===== config.mk =====
export PLATFORM = sky130hd
export DESIGN_NAME = str_ring_emulator_flat
export DESIGN_NICKNAME = d
export VERILOG_FILES = /design/src/rtl/str_ring_emulator_if.sv /design/src/rtl/str_ring_emulator.sv /design/src/flat_wrapper.sv
export SDC_FILE = /design/constraint.sdc
export NUM_CORES = 1
export LEC_CHECK = 0
export CAP_MARGIN = 20
export CELL_PAD_IN_SITES_DETAIL_PLACEMENT = 0
export CELL_PAD_IN_SITES_GLOBAL_PLACEMENT = 1
export CORE_AREA = 3 3 100 174
export CTS_CLUSTER_DIAMETER = 40
export DETAILED_ROUTE_END_ITERATION = 8
export DIE_AREA = 0 0 103 177
export PLACE_DENSITY = 0.79
export SLEW_MARGIN = 30
export SYNTH_ARGS = -nofsm -noshare
export SYNTH_HDL_FRONTEND = slang
export SYNTH_SLANG_ARGS = --single-unit

===== constraint.sdc =====
create_clock -name CLK -period 2.8 [get_ports CLK]
set_input_delay 0.7 -clock CLK [delete_from_list [all_inputs] [get_ports CLK]]
set_output_delay 0.7 -clock CLK [all_outputs]
set_load 0.02 [all_outputs]

===== src/rtl/str_ring_emulator_if.sv =====
// Control/observation bundle for str_ring_emulator.
// master: the side that drives load/run/mask (bench or host logic).
// slave: the emulator itself.
interface str_ring_emulator_if #(
  parameter int N_STAGES = 30,
  parameter int CNT_W    = 16
);
  logic                MODE;
  logic                LOAD_VALID;
  logic                LOAD_READY;
  logic [N_STAGES-1:0] LOAD_STATE;
  logic                RUN;
  logic [N_STAGES-1:0] FIRE_MASK;
  logic [N_STAGES-1:0] STATE;
  logic                TAP_OUT;
  logic                DEADLOCK;
  logic [CNT_W-1:0]    EDGE_COUNT;
  logic [CNT_W-1:0]    PERIOD;
  logic                PERIOD_VALID;

  modport master (
    output MODE, LOAD_VALID, LOAD_STATE, RUN, FIRE_MASK,
    input  LOAD_READY, STATE, TAP_OUT, DEADLOCK, EDGE_COUNT, PERIOD, PERIOD_VALID
  );

  modport slave (
    input  MODE, LOAD_VALID, LOAD_STATE, RUN, FIRE_MASK,
    output LOAD_READY, STATE, TAP_OUT, DEADLOCK, EDGE_COUNT, PERIOD, PERIOD_VALID
  );
endinterface


===== src/rtl/str_ring_emulator.sv =====
// Clocked emulator of an N_STAGES self-timed ring (NOR funnel rule or
// Muller-C STR rule) with load/run control, per-stage fire masking,
// deadlock detection and edge/period measurement on stage TAP.
// Optional feature macro: STR_RANDOM_FIRE_EN (LFSR-gated fire mask that
// emulates stage delay spread). Undefined by default.
module str_ring_emulator #(
  parameter int                  N_STAGES   = 30,
  parameter int                  TAP        = 0,
  parameter int                  CNT_W      = 16,
  parameter logic [N_STAGES-1:0] INIT_STATE = '0
) (
  input logic                 CLK,
  input logic                 RESET_N,
  str_ring_emulator_if.slave  bus
);

  typedef enum logic [1:0] {ST_IDLE, ST_RUNNING, ST_DEADLOCK} fsm_t;

  fsm_t                fsm_q, fsm_d;
  logic [N_STAGES-1:0] state_q, state_d;
  logic [N_STAGES-1:0] cand, mask, upd;
  logic [CNT_W-1:0]    edge_cnt_q, period_q, timer_q;
  logic                period_vld_q, seen_rise_q;
  logic                do_load, do_update, running, tap_chg, tap_rise;

  function automatic logic [CNT_W-1:0] sat_inc(input logic [CNT_W-1:0] v);
    sat_inc = (v == {CNT_W{1'b1}}) ? v : v + CNT_W'(1);
  endfunction

  // Per-stage candidate: every stage sees its wrapped predecessor/successor.
  for (genvar i = 0; i < N_STAGES; i++) begin : g_cell
    localparam int P  = (i + N_STAGES - 1) % N_STAGES;
    localparam int NX = (i + 1) % N_STAGES;
    assign cand[i] = bus.MODE ? ((state_q[P] != state_q[NX]) ? state_q[P] : state_q[i])
                              : (~state_q[P] & state_q[NX]);
  end

`ifdef STR_RANDOM_FIRE_EN
  logic [15:0] lfsr_q;

  // Fibonacci LFSR (taps 16,14,13,11); steps once per RUNNING cycle.
  always_ff @(posedge CLK or negedge RESET_N) begin
    if (!RESET_N)     lfsr_q <= 16'hACE1;
    else if (running) lfsr_q <= {lfsr_q[14:0], lfsr_q[15] ^ lfsr_q[13] ^ lfsr_q[12] ^ lfsr_q[10]};
  end

  for (genvar i = 0; i < N_STAGES; i++) begin : g_mask
    localparam int L = i % 16;
    assign mask[i] = bus.FIRE_MASK[i] & lfsr_q[L];
  end
`else
  assign mask = bus.FIRE_MASK;
`endif

  // Stages that are allowed to fire take their candidate; the rest hold.
  assign upd = (mask & cand) | (~mask & state_q);

  // FSM state register.
  always_ff @(posedge CLK or negedge RESET_N) begin
    if (!RESET_N) fsm_q <= ST_IDLE;
    else          fsm_q <= fsm_d;
  end

  // FSM next state; deadlock uses the unmasked candidate so a zero mask never trips it.
  always_comb begin
    fsm_d = fsm_q;
    case (fsm_q)
      ST_IDLE:     if (!bus.LOAD_VALID && bus.RUN) fsm_d = ST_RUNNING;
      ST_RUNNING:  if (!bus.RUN)                   fsm_d = ST_IDLE;
                   else if (cand == state_q)       fsm_d = ST_DEADLOCK;
      ST_DEADLOCK: if (!bus.RUN)                   fsm_d = ST_IDLE;
      default:     fsm_d = ST_IDLE;
    endcase
  end

  // FSM outputs and datapath strobes.
  always_comb begin
    running   = (fsm_q == ST_RUNNING);
    do_load   = (fsm_q == ST_IDLE) && bus.LOAD_VALID;
    do_update = running && bus.RUN;
    state_d   = do_load ? bus.LOAD_STATE : (do_update ? upd : state_q);
    tap_chg   = do_update && (upd[TAP] != state_q[TAP]);
    tap_rise  = do_update && upd[TAP] && !state_q[TAP];
  end

  // Stage vector register.
  always_ff @(posedge CLK or negedge RESET_N) begin
    if (!RESET_N) state_q <= INIT_STATE;
    else          state_q <= state_d;
  end

  // Tap edge counter, period timer and period capture.
  always_ff @(posedge CLK or negedge RESET_N) begin
    if (!RESET_N) begin
      edge_cnt_q   <= '0;
      period_q     <= '0;
      timer_q      <= '0;
      period_vld_q <= 1'b0;
      seen_rise_q  <= 1'b0;
    end else if (do_load) begin
      edge_cnt_q   <= '0;
      period_q     <= '0;
      timer_q      <= '0;
      period_vld_q <= 1'b0;
      seen_rise_q  <= 1'b0;
    end else begin
      period_vld_q <= 1'b0;
      if (tap_chg) edge_cnt_q <= sat_inc(edge_cnt_q);
      if (tap_rise) begin
        if (seen_rise_q) begin
          period_q     <= sat_inc(timer_q);
          period_vld_q <= 1'b1;
        end
        seen_rise_q <= 1'b1;
        timer_q     <= '0;
      end else if (running) begin
        timer_q <= sat_inc(timer_q);
      end
    end
  end

  assign bus.STATE        = state_q;
  assign bus.TAP_OUT      = state_q[TAP];
  assign bus.LOAD_READY   = (fsm_q == ST_IDLE);
  assign bus.DEADLOCK     = (fsm_q == ST_DEADLOCK);
  assign bus.EDGE_COUNT   = edge_cnt_q;
  assign bus.PERIOD       = period_q;
  assign bus.PERIOD_VALID = period_vld_q;

endmodule

===== src/flat_wrapper.sv =====
// flat-port wrapper written by rule: the top's interface ports become plain ports
module str_ring_emulator_flat 
#(
  parameter int                  N_STAGES   = 30,
  parameter int                  TAP        = 0,
  parameter int                  CNT_W      = 16,
  parameter logic [N_STAGES-1:0] INIT_STATE = '0
)
  (CLK, RESET_N, bus_MODE, bus_LOAD_VALID, bus_LOAD_STATE, bus_RUN, bus_FIRE_MASK, bus_LOAD_READY, bus_STATE, bus_TAP_OUT, bus_DEADLOCK, bus_EDGE_COUNT, bus_PERIOD, bus_PERIOD_VALID);
  str_ring_emulator_if #(.N_STAGES(N_STAGES), .CNT_W(CNT_W)) bus_i ();
  input logic CLK;
  input logic RESET_N;
  input wire logic [$bits(bus_i.MODE)-1:0] bus_MODE;
  input wire logic [$bits(bus_i.LOAD_VALID)-1:0] bus_LOAD_VALID;
  input wire logic [$bits(bus_i.LOAD_STATE)-1:0] bus_LOAD_STATE;
  input wire logic [$bits(bus_i.RUN)-1:0] bus_RUN;
  input wire logic [$bits(bus_i.FIRE_MASK)-1:0] bus_FIRE_MASK;
  output wire logic [$bits(bus_i.LOAD_READY)-1:0] bus_LOAD_READY;
  output wire logic [$bits(bus_i.STATE)-1:0] bus_STATE;
  output wire logic [$bits(bus_i.TAP_OUT)-1:0] bus_TAP_OUT;
  output wire logic [$bits(bus_i.DEADLOCK)-1:0] bus_DEADLOCK;
  output wire logic [$bits(bus_i.EDGE_COUNT)-1:0] bus_EDGE_COUNT;
  output wire logic [$bits(bus_i.PERIOD)-1:0] bus_PERIOD;
  output wire logic [$bits(bus_i.PERIOD_VALID)-1:0] bus_PERIOD_VALID;
  assign bus_i.MODE = bus_MODE;
  assign bus_i.LOAD_VALID = bus_LOAD_VALID;
  assign bus_i.LOAD_STATE = bus_LOAD_STATE;
  assign bus_i.RUN = bus_RUN;
  assign bus_i.FIRE_MASK = bus_FIRE_MASK;
  assign bus_LOAD_READY = bus_i.LOAD_READY;
  assign bus_STATE = bus_i.STATE;
  assign bus_TAP_OUT = bus_i.TAP_OUT;
  assign bus_DEADLOCK = bus_i.DEADLOCK;
  assign bus_EDGE_COUNT = bus_i.EDGE_COUNT;
  assign bus_PERIOD = bus_i.PERIOD;
  assign bus_PERIOD_VALID = bus_i.PERIOD_VALID;
  str_ring_emulator #(.N_STAGES(N_STAGES), .TAP(TAP), .CNT_W(CNT_W), .INIT_STATE(INIT_STATE)) u_core (.CLK(CLK), .RESET_N(RESET_N), .bus(bus_i));
endmodule

# Word level (Yosys, flattened, before mapping)
# Cells that the tools add are included.
[word_totals]
register_bits = 82
latch_bits = 0
ram_bits = 0
mem_bits_ro = 0
input_bits = 65
output_inout_bits = 66
word_cells = 212
memories = 0
[classes]
n_addsub = 2
mul = 0
n_div = 0
magnitude_cmp = 0
eq_ne = 40
shift = 0
n_mux = 82
bitwise_logic = 64
n_reduce_logical = 17
[ops]
columns = ["operator", "n"]
rows = [
  ["16-bit 2-to-1 mux", 10],
  ["1-bit 2-to-1 mux", 65],
  ["30-bit AND", 2],
  ["30-bit 2-to-1 mux", 2],
  ["16-bit by 1-bit adder with 16-bit output (second input constant)", 2],
  ["16-bit == test (second input constant)", 2],
  ["1-bit inequality test", 31],
  ["1-bit AND", 30],
  ["30-bit == test", 1],
  ["1-bit inverter", 30],
  ["30-bit inverter", 1],
  ["30-bit OR", 1],
  ["2-bit 2-to-1 mux", 4],
  ["2-bit nonzero test", 4],
  ["1-bit logical AND", 6],
  ["2-bit case mux with 3 select lines", 1],
  ["2-bit by 1-bit inequality test with 1-bit output (second input constant)", 2],
  ["2-bit AND reduction", 2],
  ["3-bit inequality test (second input constant)", 1],
  ["3-bit AND reduction", 1],
  ["3-bit nonzero test", 1],
  ["2-bit by 1-bit == test with 1-bit output (second input constant)", 1],
  ["2-bit == test (second input constant)", 1],
  ["1-bit logical NOT", 2],
  ["2 further kinds", 2],
]

# Longest topological paths before layout
[logic_depth]
depth_word = 9
mapped_depth = 11
mapped_depth_nobuf = 9

# Worst setup path after synthesis
# Ideal clock, no wire load.
[synth_path]
path_type = "reg-to-reg"
from = "register (tool-made name)"
to = "register u_core.fsm_q[0]"
setup_ps = 118
t_arrival_ps = 2591
t_required_ps = 2682
setup_slack_ps = 91
path_stages_with_launch = 11
n_path_buf = 1
synth_period_minus_slack_ps = 2709
path_cell_list = "dfrtp_1 -> buf_6 -> clkinv_1 -> ha_1 -> or2_2 -> o32ai_1 -> or4_1 -> nor3_2 -> o21ai_1 -> or4_4 -> a21o_1"
[synth_lines]
columns = ["element", "line", "text"]
rows = [
  ["end signal: assignment", "str_ring_emulator.sv:61", "else fsm_q <= fsm_d;"],
  ["end: declaration", "str_ring_emulator.sv:19", "fsm_t fsm_q, fsm_d;"],
]

==> qor_table.md <==
| Quantity | Value |
|---|---|
| Average via count per standard cell | 5.43 |
| Synthesized netlist net count | 863 |
| Share of synthesized area occupied by flip-flops and latches | 0.337 |
| Ranking of synthesized cells by instance count | 116 x sky130_fd_sc_hd__nand2_1, 92 x sky130_fd_sc_hd__o21ai_0, 82 x sky130_fd_sc_hd__dfrtp_1 |
| End-of-flow core utilization | 0.503 |
| LEAKAGE | 3.40 nW |
| Total vias in the final route | 5,958 |
| Final worst-path cycle share | 0.918 |
| Top FF cell, synth | sky130_fd_sc_hd__dfrtp_1 |
| Area of the die | 0.0182 mm² |
| Cell area after technology mapping | 0.00609 mm² |
| Number of sinks on the clock net | 82 |
| Synthesized area divided by synthesized cell count | 7.94 µm² |
| Ratio of cells with drive above 1 in the final layout | 0.0826 |
| Setup Total Neg Slack | 0 ns |
| Initial standard-cell utilization of the core | 0.380 |
| Post-detailed-routing wire length | 20.0 mm |
| Core region area | 0.0160 mm² |
| Number of buffers created by CTS | 9 |
| Post-CTS clock slew at the launch and capture registers of the worst setup and hold paths | 0.07 ns |
| Count of boundary I/O pins | 131 |
| Crit path required time | 3.03 ns |
| Number of buffers inserted to repair setup after CTS | 0 |
| DRT antenna net count | 0 |
| Classification of the worst setup path | reg -> reg |
| GRT Total Usage | 0.224 |
| Cell type with the highest aggregate area in the netlist | sky130_fd_sc_hd__dfrtp_1 |
| TritonCTS clock tree | built |
| Die Y | 177 µm |
| RSZ-0062 raised after global routing | no |
| DRC violation count after routing | 0 |
| Crit Path Max Fanout | 4 |
| Pin count of the biggest net entering global routing | 61 |
| Final routed wire length divided by cell count | 18.3 µm |
| Count of endpoints failing setup in the final report | 0 |
| Pins Over Slew Limit | 0 |
| Share of Yosys cell area claimed by the top area cell type | 0.337 |
| Max Freq | 389 MHz |
| Highest ir drop seen on vdd | 342 µV |
| DP Worst Slack | -0.0456 ns |
| Layout area overhead | 32.5% |
| Number of antenna violations at the first check in global routing | 0 |
| Post-synthesis sequential element count | 82 |
| Number of rows in the core area | 61 |
| Number of synthesized flops with an enable pin | 0 |
| Placed wire-length estimate after detailed placement | 15.7 mm |
| Most frequent cell after synthesis | sky130_fd_sc_hd__nand2_1 |
| Fill cell instance count of the final layout | 1,597 |
| Violation count after the first detailed-routing iteration | 253 |
| Hold_ws | 0.273 ns |
| Type of the worst min-delay path | in -> async |
| Arrival time worst endpoint | 2.80 ns |
| Min cycle time layout | 2.57 ns |
| Async SR Flop Fraction | 1.00 |
| Multi-input combinational cell area | 0.00367 mm² |
| Cells after Synth | 766 |
| Post-cts resize count | 0 |
| Sequential standard cell area | 0.00205 mm² |
| Transition time at the pin with the least slew margin | 0.583 ns |
| Minimum setup slack in the final design | 0.229 ns |
| Outcome | finished, final reports clean |
| Leftover overflow at the end of global routing | 0 |
| Net total in the final layout | 1,000 |
| Insertion delay of the later-clocked pin in the worst-skew pair | 0.34 ns |
| Fin. Hold Viols | 0 |
| Number of global-route vias before repair | 6,067 |
| Die span in x | 103 µm |
| Max Clock Skew | 0.00968 ns |
| Library cells used by synthesis | 55 |
| Number of port buffers | 130 |
| Synth warn | 0 |
| Max cap viols | 0 |
| Count of TritonRoute iterations in the first routing pass | 4 |
| Global-route wire length before repair | 31.6 mm |
| Hold buffers post-CTS | 0 |
| Pwr dens | 706 mW/mm² |
| Level count of the clock H-tree | 3 |
| Buffer depth of the longest clock path | 2 |
| Root buffer selected by CTS | sky130_fd_sc_hd__clkbuf_16 |
| Critical Path Sink Type | register |
| Antenna Diode Count | 0 |
| Power consumption | 5.69 mW |
| CP Launch Type | register |
| Max transition margin | 0.608 |
| Dominant cells by area after synthesis | sky130_fd_sc_hd__dfrtp_1 34%, sky130_fd_sc_hd__o21ai_0 7.6%, sky130_fd_sc_hd__nand2_1 7.2%, sky130_fd_sc_hd__ha_1 6.6%, sky130_fd_sc_hd__xnor2_1 5.0% |
| Routability Congestion | 0.923 |
==> kinds of logic (layout without fill, tap and decap cells) <==
kind of cell	count (synthesis)	in the layout	synth area share
XOR/XNOR	69	69	0.101
AO/OA/AOI/OAI	192	192	0.194
buffers and inverters	85	227	0.0602
multiplexers	4	4	0.00658
AND/OR/NAND/NOR	302	302	0.235
adder cells (fa/ha/maj)	32	32	0.0658
flip-flops	82	82	0.337
==> power by group <==
group          switching, mW  internal [mW]
Combinational           1.60           1.33
Sequential             0.166           1.32
Clock                  0.546          0.728
Total                   2.31           3.38
==> critical path, cell delays in order, from the launching register on <==
cell and delay, ns:
sky130_fd_sc_hd__dfrtp_1 0.35, sky130_fd_sc_hd__clkinv_1 0.09, sky130_fd_sc_hd__ha_1 0.34, sky130_fd_sc_hd__or2_2 0.15, sky130_fd_sc_hd__o32ai_1 0.06, sky130_fd_sc_hd__or4_1 0.55, sky130_fd_sc_hd__nor3_2 0.12, sky130_fd_sc_hd__o21ai_1 0.08
sky130_fd_sc_hd__or4_4 0.55, sky130_fd_sc_hd__a21o_1 0.19
==> cells in the final DEF, fill, tap and decap left out, types with 3 or more instances in the layout <==
master,synthesis,layout
sky130_fd_sc_hd__clkdlybuf4s50_1,0,128
sky130_fd_sc_hd__nand2_1,116,116
sky130_fd_sc_hd__o21ai_0,92,92
sky130_fd_sc_hd__dfrtp_1,82,82
sky130_fd_sc_hd__nor2_1,52,52
sky130_fd_sc_hd__buf_4,1,45
sky130_fd_sc_hd__xnor2_1,35,35
sky130_fd_sc_hd__inv_1,33,33
sky130_fd_sc_hd__nor3_1,33,33
sky130_fd_sc_hd__xor2_1,33,33
sky130_fd_sc_hd__ha_1,32,32
sky130_fd_sc_hd__a21oi_1,30,30
sky130_fd_sc_hd__o311ai_0,26,26
sky130_fd_sc_hd__nand3_1,23,23
sky130_fd_sc_hd__nor2b_1,21,21
sky130_fd_sc_hd__nand4_1,13,13
sky130_fd_sc_hd__o22ai_1,10,10
sky130_fd_sc_hd__clkbuf_16,0,9
sky130_fd_sc_hd__o31ai_1,8,8
sky130_fd_sc_hd__nand2b_1,7,7
sky130_fd_sc_hd__and3_1,6,6
sky130_fd_sc_hd__a31oi_1,5,5
sky130_fd_sc_hd__nor4_1,5,5
sky130_fd_sc_hd__nand3b_1,5,5
sky130_fd_sc_hd__mux2i_1,4,4
sky130_fd_sc_hd__or3_1,3,3
sky130_fd_sc_hd__a21o_1,3,3
==> metal layers <==
metal  global-route usage  share of wire
met2                0.406           0.54
met5                    0              0
met1                0.252           0.38
met3               0.0312          0.036
met4                0.103          0.042
==> layout make-up <==
type | count | area share
multi-input combinational | 599 | 0.455
clock buffer | 10 | 0.0296
tap | 189 | 0.0293
timing repair buffer | 176 | 0.206
sequential | 82 | 0.255
clock inverter | 6 | 0.00885
inverter | 35 | 0.0163
==> path summary, 6_finish.rpt <==
kind	startpoint	slack, ns	to	depth (start not counted)
setup / recovery	register	0.23	u_core.fsm_q[0]$_DFFE_PN0P_	9
hold / removal	RESET_N	0.27	asynchronous set/reset pin	1
setup reg to reg	register	0.23	u_core.fsm_q[0]$_DFFE_PN0P_	9
hold reg to reg	u_core.bus.PERIOD[2]$_DFFE_PN0P_	0.52	u_core.bus.PERIOD[2]$_DFFE_PN0P_	2
max in group asynchronous	RESET_N	1.85	u_core.bus.EDGE_COUNT[15]$_DFFE_PN0P_	2
min in group CLK	u_core.bus.PERIOD[2]$_DFFE_PN0P_	0.52	u_core.bus.PERIOD[2]$_DFFE_PN0P_	2
==> metrics by stage <==
step                cells  cell area [µm²]
floorplan             766             6090
global placement     1081             7750
detailed placement   1081             7750
CTS                  1097             8060
global route         1097             8060
finish               1097             8060
(Power assumes the default switching activity.)
